`config.mk`:
```
export PLATFORM = sky130hd
export DESIGN_NAME = display_7seg_scan
export DESIGN_NICKNAME = d
export VERILOG_FILES = /design/src/rtl/display_pkg.sv /design/src/rtl/seg7_encode.sv /design/src/rtl/display_7seg_scan.sv
export SDC_FILE = /design/constraint.sdc
export NUM_CORES = 1
export LEC_CHECK = 0
export CAP_MARGIN = 20
export CORE_MARGIN = 2
export CORE_UTILIZATION = 45
export DETAILED_ROUTE_END_ITERATION = 6
export PLACE_DENSITY = 0.77
export SLEW_MARGIN = 20
export SYNTH_ARGS = -nofsm -noshare
export SYNTH_HDL_FRONTEND = slang
export SYNTH_SLANG_ARGS = --single-unit
```
`constraint.sdc`:
```
create_clock -name clock -period 3.2 [get_ports clock]
set_clock_uncertainty 0.1 [all_clocks]
set_input_delay 0.32 -clock clock [delete_from_list [all_inputs] [get_ports clock]]
set_output_delay 0.32 -clock clock [all_outputs]
set_load 0.03 [all_outputs]
```
`src/rtl/display_pkg.sv`:
```
// Shared constants for the multiplexed seven-segment driver.
// Segment patterns are active-low {g,f,e,d,c,b,a}.
package display_pkg;

  typedef logic [6:0] seg_t;

  // Pin polarity of the display board (common-anode, active-low drive)
  localparam logic AN_ON  = 1'b0;
  localparam logic AN_OFF = 1'b1;
  localparam logic DP_ON  = 1'b0;
  localparam logic DP_OFF = 1'b1;

  localparam seg_t SEG_0    = 7'b1000000;
  localparam seg_t SEG_1    = 7'b1111001;
  localparam seg_t SEG_2    = 7'b0100100;
  localparam seg_t SEG_3    = 7'b0110000;
  localparam seg_t SEG_4    = 7'b0011001;
  localparam seg_t SEG_5    = 7'b0010010;
  localparam seg_t SEG_6    = 7'b0000010;
  localparam seg_t SEG_7    = 7'b1111000;
  localparam seg_t SEG_8    = 7'b0000000;
  localparam seg_t SEG_9    = 7'b0010000;
  localparam seg_t SEG_A    = 7'b0001000;
  localparam seg_t SEG_B    = 7'b0000011;
  localparam seg_t SEG_C    = 7'b1000110;
  localparam seg_t SEG_D    = 7'b0100001;
  localparam seg_t SEG_E    = 7'b0000110;
  localparam seg_t SEG_F    = 7'b0001110;
  localparam seg_t SEG_DASH = 7'b0111111;
  localparam seg_t SEG_OFF  = 7'b1111111;

  function automatic seg_t hex_to_seg(input logic [3:0] nib);
    seg_t s;
    case (nib)
      4'h0:    s = SEG_0;
      4'h1:    s = SEG_1;
      4'h2:    s = SEG_2;
      4'h3:    s = SEG_3;
      4'h4:    s = SEG_4;
      4'h5:    s = SEG_5;
      4'h6:    s = SEG_6;
      4'h7:    s = SEG_7;
      4'h8:    s = SEG_8;
      4'h9:    s = SEG_9;
      4'hA:    s = SEG_A;
      4'hB:    s = SEG_B;
      4'hC:    s = SEG_C;
      4'hD:    s = SEG_D;
      4'hE:    s = SEG_E;
      default: s = SEG_F;
    endcase
    return s;
  endfunction

endpackage

```
`src/rtl/seg7_encode.sv`:
```
// Nibble to active-low segment pattern; decimal mode shows a dash for 10-15.
module seg7_encode
  import display_pkg::*;
(
  input  logic [3:0] nibble,
  input  logic       hex_mode,
  output seg_t       seg
);

  always_comb begin
    seg = hex_to_seg(nibble);
    if (!hex_mode && (nibble > 4'd9)) begin
      seg = SEG_DASH;
    end
  end

endmodule

```
`src/rtl/display_7seg_scan.sv`:
```
// N-digit multiplexed common-anode seven-segment driver with refresh prescaler,
// leading-zero blanking, per-digit decimal points and a blank cycle at each digit switch.
module display_7seg_scan
  import display_pkg::*;
#(
  parameter int N_DIGITS    = 4,
  parameter int REFRESH_DIV = 50000
) (
  input  logic                  clock,
  input  logic                  reset,
  input  logic                  load,
  input  logic [4*N_DIGITS-1:0] value,
  input  logic [N_DIGITS-1:0]   dp_in,
  input  logic                  hex_mode,
  input  logic                  blank_lz,
  output logic [6:0]            seg,
  output logic                  dp,
  output logic [N_DIGITS-1:0]   an
);

  localparam int IDX_W  = (N_DIGITS > 1) ? $clog2(N_DIGITS) : 1;
  localparam int PRES_W = $clog2(REFRESH_DIV);
  localparam logic [PRES_W-1:0] PRES_MAX = PRES_W'(REFRESH_DIV - 1);
  localparam logic [IDX_W-1:0]  IDX_MAX  = IDX_W'(N_DIGITS - 1);

  logic [4*N_DIGITS-1:0] value_q;
  logic [N_DIGITS-1:0]   dp_q;
  logic [PRES_W-1:0]     pres;
  logic [IDX_W-1:0]      idx;

  logic                  tick;
  logic [3:0]            nibble_arr [N_DIGITS];
  logic [N_DIGITS-1:0]   lz_blank;
  logic [N_DIGITS-1:0]   an_drive;
  logic [3:0]            cur_nibble;
  seg_t                  enc_seg;

  assign tick = (pres == PRES_MAX);

  genvar gi;
  generate
    for (gi = 0; gi < N_DIGITS; gi++) begin : g_digit
      assign nibble_arr[gi] = value_q[4*gi +: 4];
      assign an_drive[gi]   = (idx == IDX_W'(gi)) ? AN_ON : AN_OFF;
      // A digit is a leading zero when it and every more significant nibble are zero
      if (gi == 0) begin : g_lsd
        assign lz_blank[gi] = 1'b0;
      end else begin : g_upper
        assign lz_blank[gi] = (value_q[4*N_DIGITS-1:4*gi] == '0);
      end
    end
  endgenerate

  assign cur_nibble = nibble_arr[idx];

  seg7_encode u_encode (
    .nibble   (cur_nibble),
    .hex_mode (hex_mode),
    .seg      (enc_seg)
  );

  // The tick edge itself loads the all-off pattern, so the cycle after every
  // wrap is dark and the next digit appears one cycle later with settled data.
  always_ff @(posedge clock or posedge reset) begin
    if (reset) begin
      value_q <= '0;
      dp_q    <= '0;
      pres    <= '0;
      idx     <= '0;
      seg     <= SEG_OFF;
      dp      <= DP_OFF;
      an      <= '1;
    end else begin
      if (load) begin
        value_q <= value;
        dp_q    <= dp_in;
      end
      if (tick) begin
        pres <= '0;
        idx  <= (idx == IDX_MAX) ? '0 : idx + 1'b1;
        seg  <= SEG_OFF;
        dp   <= DP_OFF;
        an   <= '1;
      end else begin
        pres <= pres + 1'b1;
        seg  <= (blank_lz && lz_blank[idx]) ? SEG_OFF : enc_seg;
        dp   <= dp_q[idx] ? DP_ON : DP_OFF;
        an   <= an_drive;
      end
    end
  end

endmodule
```
==> flow_summary.yaml <==
status:
  outcome: "finished clean"
synthesis:
  ys_seq_area_share_pct: 52.7
  synthSimpleGateAreaFrac_pct: 13.5
  synth_edf_count: 0
  synth.ff_latch_count: 50
  synth_cell_types: 32
  synth_compound_area_share_pct: 4.79
  synth_top_family_by_area: "multiplexers"
  ys_warn_count: 0
  syn_nets: 238
  async_flop_share_pct: 100
  syn_area_per_cell_sq_um: 11.9
  synth_cells: 202
  synth_xor_area_share_pct: 4.74
  muxShareOfSynthArea_pct: 16.1
  synth-main-ff-cell: "dfrtp_1"
  synth_adder_area_share_pct: 5.73
  syn_area_sq_um: 2400
routing:
  wl_per_cell_um: 13.5
  avgViaCountPerCell: 5.14
  via_count: 1589
  route.detailed.drc: 0
  postRouteAntennaNets: 0
  drt_pre_antenna_iters: 4
  routed_wl_um: 4160
  drt_first_iter_violations: 59
run:
  drv_cap: 0
placement:
  dpl_worst_slack_ns: 0.554
  port_buffers: 36
  gp_congestion: 0.760
  dpl.cell_count: 301
  hpwlAfterDp_um: 3010
die:
  ios: 37
  die_w_um: 77.1
  die_y_um: 77.1
  num_rows: 26
  core-area_sq_um: 5140
  dieArea_sq_um: 5940
  start_util_pct: 46.7
setup_path:
  required_ns: 3.31
  cp_max_fo: 10
  critical_path_class: "reg -> reg"
  startpoint_type: "flip-flop"
  crit_path_end_kind: "flip-flop"
  arrival_ns: 2.74
clock_network:
  h-tree-depth: 2
  cts_sinks: 50
  clk_pin_slew_ns: 0.09
  cts_resized: 0
  cts_tree: "built"
  root_buffer: "clkbuf_8"
  insertion_delay_ns: 0.30
  clockBufferDepth: 2
  post_cts_buffers: 0
  cts_hold_buf: 0
  cts_buffers: 5
sta:
  timing.final.hold_violations: 0
  holdWs_ns: 0.383
  fin_setup_tns_ns: 0
  finalSetupViolCount: 0
  final-max-slew-violation-count: 0
  setup_ws_ns: 0.570
  max_freq_mhz: 380
  fin_crit_sh_pct: 82.2
  relSlewSlack_pct: 40.2
  fin_crit_ns: 2.63
  tightest_slew_ns: 0.893
  rsz0062_at_grt: "no"
pwr:
  power_uw: 1380
  combPwrFrac_pct: 16.5
  p_leak_uw: 0.00122
  p_int_uw: 1030
  ir_drop_v: 0.000271
  power_switching_share_pct: 24.8
  clockPowerShare_pct: 31.8
  switchingPower_uw: 341
  seqPwrFrac_pct: 51.7
  power_density_nw_per_um2: 469
grt:
  antenna_found_initial: 0
  grt_first_pass_wirelength_um: 7510
  grtUsageTotal_pct: 15.8
  grt_remaining_overflow: 0
  grt_pass1_vias: 1549
  grt_max_degree: 51
final_layout:
  nets: 274
  drive_gt1_share_pct: 20.5
  syn_to_final_growth_pct: 22.1
  fill_cells: 460
  num_antenna_cells: 0
  final_cells: 309
worst_hold_path:
  hp-class: "in -> async"
## layer usage
layer | track usage, % | wire length [um]
met3 | 3.29 | 147
met4 | 5.89 | 63
met5 | 0 | 0
met2 | 23.8 | 1890
met1 | 22.7 | 2060
## through the flow
step                util [%]  cell area (sq um)
finish                  57.1               2930
global route            57.1               2930
CTS                     57.1               2930
detailed placement      54.9               2820
global placement        54.9               2820
floorplan                  -               2400
## flip-flops by register name, indices dropped and copies added (netlist names)
name     count
dp_q         4
dp           1
seg          7
idx          2
an           4
pres        16
value_q     16
## power by group through the flow
stage	registers, uW	logic, uW	clock network, uW
5_1_grt	717	247	477
3_5_place_dp	723	228	0
3_3_place_gp	723	224	0
2_1_floorplan	757	104	0
4_1_cts	711	229	452
6_report	711	227	438
## worst max-delay path: stages (launching register included)
cell      delay [ns]
dfrtp_1         0.60
mux4_2          0.64
inv_1           0.14
ha_1            0.27
nor2_1          0.06
nor2_1          0.09
nor3_1          0.07
nor3_2          0.37
o221ai_1        0.20
## cells in the mapped netlist (5+ instances only)
master	n	area, sq um
ha_1	11	138
nand3_1	11	55.1
dfstp_2	12	315
dfrtp_1	38	951
nor2_1	17	63.8
inv_1	6	22.5
mux2i_1	5	50.1
mux2_2	22	248
xnor2_1	6	52.6
xor2_1	7	61.3
o21ai_0	6	30.0
nand2_1	13	48.8
## cell usage in the layout, fill, tap and decap left out, types with 6 or more instances in the layout
| master | synthesis | final |
|---|---|---|
| clkdlybuf4s50_1 | 0 | 36 |
| dfstp_2 | 12 | 12 |
| ha_1 | 11 | 11 |
| xnor2_1 | 6 | 6 |
| nor2_1 | 17 | 17 |
| nand3_1 | 11 | 11 |
| nand2_1 | 13 | 13 |
| xor2_1 | 7 | 7 |
| o21ai_0 | 6 | 6 |
| mux2_2 | 22 | 22 |
| dfrtp_1 | 38 | 38 |
## worst paths after layout
kind / from / end / slack, ns / cells past startpoint
min: reset / pres[8]$_DFF_PP0_ / 0.38 / 2
max reg2reg: idx[1]$_DFFE_PP0P_ / seg[2]$_DFF_PP1_ / 0.57 / 8
min reg2reg: pres[13]$_DFF_PP0_ / pres[13]$_DFF_PP0_ / 0.40 / 1
max in group asynchronous: reset / pres[6]$_DFF_PP0_ / 2.12 / 2
max: idx[1]$_DFFE_PP0P_ / seg[2]$_DFF_PP1_ / 0.57 / 8
min in group clock: pres[13]$_DFF_PP0_ / pres[13]$_DFF_PP0_ / 0.40 / 1
## kinds of logic (layout without fill, tap and decap cells)
logic type,after synthesis,count (layout)
buffers and inverters,14,51
XOR/XNOR,13,13
adder cells (fa/ha/maj),11,11
flip-flops,50,50
AO/OA/AOI/OAI,18,18
multiplexers,31,31
AND/OR/NAND/NOR,65,65
## layout make-up
cell class	count	area, sq um	area share (%)
flip-flops and latches	50	1270	43.2
multi-input cells	138	1080	36.8
repair buffers	37	368	12.5
well taps	70	87.6	2.99
clock buffers	6	72.6	2.47
clock inverters	2	37.5	1.28
inverters	6	23.8	0.810
Note: power is estimated with default switching activity, not from simulation.
